### src/rtl/traffic_pkg.sv
// Shared state codes, lamp codes and road encoding for the intersection scheduler.
package traffic_pkg;

   localparam logic [2:0] ST_NS_GREEN  = 3'd0;
   localparam logic [2:0] ST_NS_YELLOW = 3'd1;
   localparam logic [2:0] ST_ALLRED_NS = 3'd2;
   localparam logic [2:0] ST_EW_GREEN  = 3'd3;
   localparam logic [2:0] ST_EW_YELLOW = 3'd4;
   localparam logic [2:0] ST_ALLRED_EW = 3'd5;
   localparam logic [2:0] ST_PED_WALK  = 3'd6;

   typedef enum logic [2:0] {
      NS_GREEN  = ST_NS_GREEN,
      NS_YELLOW = ST_NS_YELLOW,
      ALLRED_NS = ST_ALLRED_NS,
      EW_GREEN  = ST_EW_GREEN,
      EW_YELLOW = ST_EW_YELLOW,
      ALLRED_EW = ST_ALLRED_EW,
      PED_WALK  = ST_PED_WALK
   } phase_t;

   localparam logic [2:0] LAMP_RED = 3'b100;
   localparam logic [2:0] LAMP_YEL = 3'b010;
   localparam logic [2:0] LAMP_GRN = 3'b001;

   localparam logic ROAD_NS = 1'b0;
   localparam logic ROAD_EW = 1'b1;

endpackage

### src/rtl/phase_timer.sv
// Tick-enabled, saturating phase counter; cleared whenever the phase changes.
module phase_timer #(
   parameter int CNT_W = 8
) (
   input  logic             clk,
   input  logic             reset_n,
   input  logic             clr,
   input  logic             tick,
   output logic [CNT_W-1:0] cnt
);

   always_ff @(posedge clk) begin
      if (!reset_n) begin
         cnt <= '0;
      end else if (clr) begin
         cnt <= '0;
      end else if (tick && (cnt != {CNT_W{1'b1}})) begin
         cnt <= cnt + 1'b1;
      end
   end

endmodule

### src/rtl/intersection_scheduler.sv
// Phase sequencer for a two-road intersection with a pedestrian walk phase.
//
// state      | meaning
// NS_GREEN   | NS moving; leaves on gap-out/max-out once EW or ped demand exists
// NS_YELLOW  | NS clearing, YELLOW_T ticks
// ALLRED_NS  | clearance after NS, ALLRED_T ticks; then walk or EW green
// EW_GREEN   | EW moving; mirror of NS_GREEN
// EW_YELLOW  | EW clearing, YELLOW_T ticks
// ALLRED_EW  | clearance after EW, ALLRED_T ticks; then walk or NS green
// PED_WALK   | all roads red, walk lamp on, WALK_T ticks
module intersection_scheduler
   import traffic_pkg::*;
#(
   parameter int CNT_W     = 8,
   parameter int GREEN_MIN = 4,
   parameter int GREEN_MAX = 10,
   parameter int YELLOW_T  = 2,
   parameter int ALLRED_T  = 1,
   parameter int WALK_T    = 5
) (
   input  logic       clk,
   input  logic       reset_n,
   input  logic       tick,
   input  logic       car_ns,
   input  logic       car_ew,
   input  logic       ped_btn,
   output logic [2:0] ns_light,
   output logic [2:0] ew_light,
   output logic       walk,
   output logic       ped_wait,
   output logic [2:0] phase
);

   localparam logic [CNT_W-1:0] GMIN_LAST = CNT_W'(GREEN_MIN - 1);
   localparam logic [CNT_W-1:0] GMAX_LAST = CNT_W'(GREEN_MAX - 1);
   localparam logic [CNT_W-1:0] YEL_LAST  = CNT_W'(YELLOW_T - 1);
   localparam logic [CNT_W-1:0] AR_LAST   = CNT_W'(ALLRED_T - 1);
   localparam logic [CNT_W-1:0] WALK_LAST = CNT_W'(WALK_T - 1);

   phase_t           state;
   logic [CNT_W-1:0] cnt;
   logic             leave;
   logic             ped_pend;
   logic             btn_q;
   logic             last_green;
   logic             ped_rise;

   assign ped_rise = ped_btn & ~btn_q;

   phase_timer #(.CNT_W(CNT_W)) u_timer (
      .clk     (clk),
      .reset_n (reset_n),
      .clr     (leave),
      .tick    (tick),
      .cnt     (cnt)
   );

   // Every exit is a real state change, so this also clears the timer.
   always_comb begin
      leave = 1'b0;
      case (state)
         NS_GREEN:  leave = tick && (cnt >= GMIN_LAST) && (car_ew || ped_pend)
                            && (!car_ns || (cnt >= GMAX_LAST));
         EW_GREEN:  leave = tick && (cnt >= GMIN_LAST) && (car_ns || ped_pend)
                            && (!car_ew || (cnt >= GMAX_LAST));
         NS_YELLOW,
         EW_YELLOW: leave = tick && (cnt == YEL_LAST);
         ALLRED_NS,
         ALLRED_EW: leave = tick && (cnt == AR_LAST);
         PED_WALK:  leave = tick && (cnt == WALK_LAST);
         default:   leave = 1'b1;
      endcase
   end

   always_ff @(posedge clk) begin
      if (!reset_n) begin
         state      <= NS_GREEN;
         ped_pend   <= 1'b0;
         btn_q      <= 1'b0;
         last_green <= ROAD_NS;
      end else begin
         btn_q <= ped_btn;
         if (leave) begin
            case (state)
               NS_GREEN: begin
                  state      <= NS_YELLOW;
                  last_green <= ROAD_NS;
               end
               NS_YELLOW: state <= ALLRED_NS;
               ALLRED_NS: state <= ped_pend ? PED_WALK : EW_GREEN;
               EW_GREEN: begin
                  state      <= EW_YELLOW;
                  last_green <= ROAD_EW;
               end
               EW_YELLOW: state <= ALLRED_EW;
               ALLRED_EW: state <= ped_pend ? PED_WALK : NS_GREEN;
               PED_WALK:  state <= (last_green == ROAD_NS) ? EW_GREEN : NS_GREEN;
               default:   state <= NS_GREEN;
            endcase
         end
         // Entering the walk clears the request even if a new press lands on the same edge.
         if (leave && ped_pend && ((state == ALLRED_NS) || (state == ALLRED_EW))) begin
            ped_pend <= 1'b0;
         end else if (ped_rise && (state != PED_WALK)) begin
            ped_pend <= 1'b1;
         end
      end
   end

   always_comb begin
      ns_light = LAMP_RED;
      ew_light = LAMP_RED;
      walk     = 1'b0;
      case (state)
         NS_GREEN:  ns_light = LAMP_GRN;
         NS_YELLOW: ns_light = LAMP_YEL;
         EW_GREEN:  ew_light = LAMP_GRN;
         EW_YELLOW: ew_light = LAMP_YEL;
         PED_WALK:  walk     = 1'b1;
         default: ;
      endcase
   end

   assign ped_wait = ped_pend;
   assign phase    = state;

endmodule

### config.mk
export PLATFORM = sky130hd
export DESIGN_NAME = intersection_scheduler
export DESIGN_NICKNAME = d
export VERILOG_FILES = /design/src/rtl/traffic_pkg.sv /design/src/rtl/phase_timer.sv /design/src/rtl/intersection_scheduler.sv
export SDC_FILE = /design/constraint.sdc
export NUM_CORES = 1
export LEC_CHECK = 0
export CAP_MARGIN = 20
export CORE_ASPECT_RATIO = 1.4
export CORE_MARGIN = 2
export CORE_UTILIZATION = 50
export CTS_CLUSTER_DIAMETER = 50
export DETAILED_ROUTE_END_ITERATION = 7
export PLACE_DENSITY = 0.76
export SETUP_SLACK_MARGIN = 0.2
export SYNTH_ARGS = -nofsm -noshare
export SYNTH_HDL_FRONTEND = slang
export SYNTH_SLANG_ARGS = --single-unit
export TNS_END_PERCENT = 10
### constraint.sdc
create_clock -name clk -period 3.25 [get_ports clk]
set_input_delay 0.975 -clock clk [delete_from_list [all_inputs] [get_ports clk]]
set_output_delay 0.975 -clock clk [all_outputs]
set_load 0.02 [all_outputs]
## After elaboration in Yosys (flattened, before gate mapping)

Index checks and enable logic that the tools add are counted.
Widths: inputs -> output; s select.

| word-level totals | value |
|---|---|
| input bits | 6 |
| register bits | 14 |
| logic and storage cells | 57 |
| output and inout bits | 11 |

| operators by class | value |
|---|---|
| equal/unequal tests | 10 |
| magnitude comparators | 2 |
| reduce and logical (&&, ||, !) cells | 27 |
| bitwise gates (word level) | 3 |
| $add $sub $neg | 1 |
| multiplexer cells | 9 |

Operator list:

| kind | count |
|---|---|
| $pmux 3 s7 | 1 |
| $logic_and 1x1->1 | 12 |
| $pmux 3 s2 | 2 |
| $eq 3x3->1 const B | 3 |
| $add 8x1->8 const B | 1 |
| $eq 8x1->1 const B | 1 |
| $eq 8x3->1 const B | 1 |
| $ge 8x2->1 const B | 1 |
| $ge 8x4->1 const B | 1 |
| $logic_not 8->1 | 1 |
| $ne 8x8->1 const B | 1 |
| $reduce_or 2->1 | 4 |
| $eq 3x2->1 const B | 2 |
| $mux 3 | 2 |
| $logic_or 1x1->1 | 5 |
| $pmux 1 s5 | 1 |
| $eq 3x1->1 const B | 1 |
| $logic_not 3->1 | 1 |
| $ne 3x3->1 const B | 1 |
| $logic_not 1->1 | 2 |
| $mux 2 | 1 |
| $not 1->1 | 2 |
| $pmux 1 s2 | 1 |
| $reduce_and 2->1 | 1 |
| 3 further kinds | 3 |

## Longest topological paths before layout

| logic depth | value |
|---|---|
| word-level depth | 8 |
| depth in mapped cells | 8 |

## Hierarchy

From an unflattened synthesis, not the netlist that was laid out.

| unflattened totals | value |
|---|---|
| cell total of the unflattened synthesis | 120 |
| area, all modules | 983.4 um^2 |

Modules (own cells, without submodules):

| module | area each (um^2) | instances | cells each |
|---|---|---|---|
| intersection_scheduler | 561.8 | 1 | 74 |
| phase_timer | 421.7 | 1 | 46 |

## Worst setup path after synthesis

Ideal clock, no wire load.

| path | value |
|---|---|
| path type | input-to-reg |
| start point | input car_ns |
| end point | register state[1], in the netlist phase[1] |
| setup slack | 1.036 ns |
| stages on the path | 6 |
| buffers on the path | 1 |
| setup time | 0.119 ns |
| arrival | 2.096 ns |
| cells stage by stage | o21ai_0 o22ai_1 a221oi_2 nand3_2 buf_6 o2bb2ai_1 |

| between the ends | value |
|---|---|
| longest elaborated chain between the ends | 4 |
| elaborated cells on any way between the ends | 7 |

Ends and longest elaborated chain:

| what | line | RTL |
|---|---|---|
| start, declared | intersection_scheduler.sv:24 | `input logic car_ns,` |
| $logic_or 1x1->1 or $logic_not 1->1 (tied branches) | intersection_scheduler.sv:64, intersection_scheduler.sv:63 |  |
| $logic_and 1x1->1 or $logic_or 1x1->1 (tied branches) | intersection_scheduler.sv:64, intersection_scheduler.sv:63 |  |
| $logic_and 1x1->1, on equally long branches | intersection_scheduler.sv:65, intersection_scheduler.sv:63 |  |
| $pmux 1 s5 * | intersection_scheduler.sv:61 | `case (state)` |
| end signal, assigned | intersection_scheduler.sv:90 | `ALLRED_NS: state <= ped_pend ? PED_WALK : EW_GREEN;` |
| end signal, assigned | intersection_scheduler.sv:96 | `ALLRED_EW: state <= ped_pend ? PED_WALK : NS_GREEN;` |
| end signal, assigned | intersection_scheduler.sv:97 | `PED_WALK: state <= (last_green == ROAD_NS) ? EW_GREEN : NS_GREEN;` |
| end, declared | intersection_scheduler.sv:40 | `phase_t state;` |

Mark *: on every way between the ends. The rest lies on a longest branch, timed or not.
A chain may end at the register's enable or synchronous reset.

## Final worst setup path

| path | value |
|---|---|
| start point | register state[2], in the netlist phase[2] |
| end point | output ew_light[2] |

| between the ends | value |
|---|---|
| longest elaborated chain between the ends | 2 |
| elaborated cells on any way between the ends | 3 |

Ends and longest elaborated chain:

| what | line | RTL |
|---|---|---|
| $eq 3x3->1 or $eq 3x2->1 (tied branches) | intersection_scheduler.sv:114 | `case (state)` |
| $pmux 3 s2 * | intersection_scheduler.sv:114 |  |
| end, declared | intersection_scheduler.sv:28 | `output logic [2:0] ew_light,` |

Marked as above.

==> summary.txt <==
STA
  • RSZ-0062 raised after global routing: no
  • Worst-Margin Slew: 493 ps
  • Max Slew Vio Count: 0
  • TNS Setup: 0 ps
  • Worst Skew: 6.37 ps
  • Post-route setup slack: 408 ps
  • Minimum clock period: 2840 ps
  • Final Hold Violating Endpoints: 0
  • Count of final setup violators: 0
  • Max Freq: 352 MHz
  • Final period util: 87.4%
  • Worst slew margin: 66.3%

Setup path
  • Crit-path slowest cell: clkdlybuf4s50_1
  • Critical Path Start: phase[2]
  • Max Fanout on Critical Path: 14
  • Critical setup path kind: register to primary output
  • Critical-path cell list: nand3b_1 -> inv_1 -> nor2_1 -> clkdlybuf4s50_1
  • Crit path largest cell delay: 600 ps
  • Worst Setup End Kind: primary output
  • Worst r2r src: u_timer.cnt[1]
  • Crit path arrival time: 1870 ps
  • Worst Path Buf+Inv: 2
  • CP top delay family: buffers and inverters
  • Crit start category: register
  • Critical path required time: 2270 ps

Layout
  • Antenna Cells: 0
  • Layout cell share with drive strength beyond 1: 15.3%
  • Register area: 280 µm²
  • Area of the multi-input gates: 697 µm²
  • P&R area growth vs syn: 18.8%
  • Fill cells: 181
  • Layout Cells excl Fill: 158
  • Utilization after layout: 62.5%
  • Nets: 148

Clock network
  • CTS Hold Bufs: 0
  • Worst-path clk slew: 90 ps
  • H-tree levels: 1
  • Cts bufs inserted: 3
  • CTS max path bufs: 2
  • CTS tree: done
  • Worst-Skew Late Latency: 290 ps
  • Root Driver: clkbuf_4
  • Setup bufs post-CTS: 0
  • CTS Sinks: 14
  • Post-cts sizing count: 0

Yosys
  • Synth area leader: dfxtp_1
  • Yosys cell types: 44
  • Syn Area/Cell: 8.51 µm²
  • Yosys reg bits: 14
  • Synth Flop Type: dfxtp_1
  • Synth cell count leaders: dfxtp_1, nor2_1, nor3_2, inv_1, o21ai_0
  • Post-synth top area share: 27.0%
  • Post-synth EDFFs: 0
  • Syn. warnings: 0
  • Register area share after synthesis: 27.0%
  • Most frequent cell after synthesis: dfxtp_1
  • Syn Std Cell Area: 0.00104 mm²
  • Synth area leaders: dfxtp_1, nor3_2, ha_1
  • Ys async rst share: 0%
  • Mapped Cells: 122
  • Syn_nets: 132

Die
  • Num ports: 17
  • Die width: 42.5 µm
  • Die ar.: 0.00246 mm²
  • Total core area: 0.00197 mm²
  • Starting Density: 52.6%
  • Die span in y: 57.9 µm
  • # rows: 19

Pwr
  • Leakage: 0.459 nW
  • Max VDD drop: 0.276 mV
  • PD cells: 297 mW/mm²
  • Tot Pwr: 0.366 mW

Global routing
  • Congestion Overflow GR: 0
  • Vias in the first global route: 952
  • Initial antenna violation count: 0
  • GRT Util Overall: 19.7%
  • Global-route wire length before repair: 3.84 mm
  • Largest net degree at the start of global routing: 15

Detailed routing
  • TritonRoute pass-1 iters: 6
  • Routed WL per cell: 14.0 µm
  • Vias: 941
  • First-iteration detailed-routing DRC count: 17
  • Via/cell ratio: 5.96
  • Final routed DRC violation total: 0
  • Remaining antenna violation count after routing: 0
  • Post-Route WL: 2.21 mm

Placement
  • DP Cell Count: 154
  • Port-buffer cells: 16
  • HPWL Detailed: 1.66 mm
  • Final GP Congestion: 0.802
  • Post-place setup slack: 216 ps

Outcome
  • Status: finished, final reports clean

Hold path
  • Hold Crit Class: register to register
  • Hold Crit Start: last_green

Flow run
  • Max_cap viols: 0
## layout by cell type (no fill, tap or decap), types with 2 or more instances in the layout
master / count
clkdlybuf4s50_1: 16
dfxtp_1: 14
nor2_1: 11
nor3_2: 8
inv_1: 7
o21ai_0: 6
nand2b_1: 5
nand2_1: 5
xor2_1: 5
a21oi_1: 5
nand4_1: 5
and3_1: 4
ha_1: 4
nor3_1: 3
clkbuf_4: 3
nand3b_1: 2
o21bai_1: 2
o211ai_1: 2
mux2i_1: 2
xnor2_1: 2
nor2b_1: 2
## layer usage
metal	share of wire [%]	wire [µm]	vias up	GRT usage, %
li1	-	-	473	-
met1	40	895	438	20.2
met2	54	1200	26	39.3
met3	3.7	81	4	1.87
met4	1.6	35	0	8.04
met5	0	0	-	0
## worst reg2reg max path, stage by stage, from the launching register on
cell,delay [ps]
dfxtp_1,400
inv_1,110
ha_1,210
nor4bb_1,370
a2111oi_0,150
a221oi_2,370
nand3_2,390
o21ai_0,280
## registers in the layout, summed over array words and instances, names as in the netlist
register     cells
ped_wait         1
u_timer.cnt      8
last_green       1
phase            3
btn_q            1
## where the power goes
group	internal [mW]	switching [mW]	total [mW]	leakage, nW
logic	0.0248	0.0281	0.0529	0.325
clock network	0.0683	0.0611	0.129	0.0210
registers	0.176	0.00791	0.184	0.114
total	0.269	0.0971	0.366	0.459
## cells by family after synthesis
family	share of synthesized area, %
AO/OA/AOI/OAI	20.2
XOR/XNOR	5.90
adder cells (fa/ha/maj)	4.82
buffers and inverters	5.90
flip-flops	27.0
multiplexers	1.93
AND/OR/NAND/NOR	34.2
## worst paths after layout
kind                       to  slack (ps)  cells after the start
hold reg to reg    last_green         490                      2
setup reg to reg     phase[2]         880                      7
setup / recovery  ew_light[2]         410                      4
hold / removal     last_green         490                      2
## area by class of cell
| class | instances | area share (%) |
|---|---|---|
| well taps | 21 | 2.13 |
| repair buffers | 17 | 13.6 |
| multi-input cells | 95 | 56.5 |
| inverters | 7 | 2.13 |
| flip-flops and latches | 14 | 22.7 |
| clock buffers | 4 | 2.94 |
## through the flow
| stage | area, µm² | hold slack (ps) |
|---|---|---|
| after floorplan | 1040 | 445 |
| after global placement | 1200 | 467 |
| after detailed placement | 1200 | 472 |
| after CTS | 1230 | 485 |
| after global routing | 1230 | 517 |
| final | 1230 | 486 |
(Power assumes the default switching activity.)
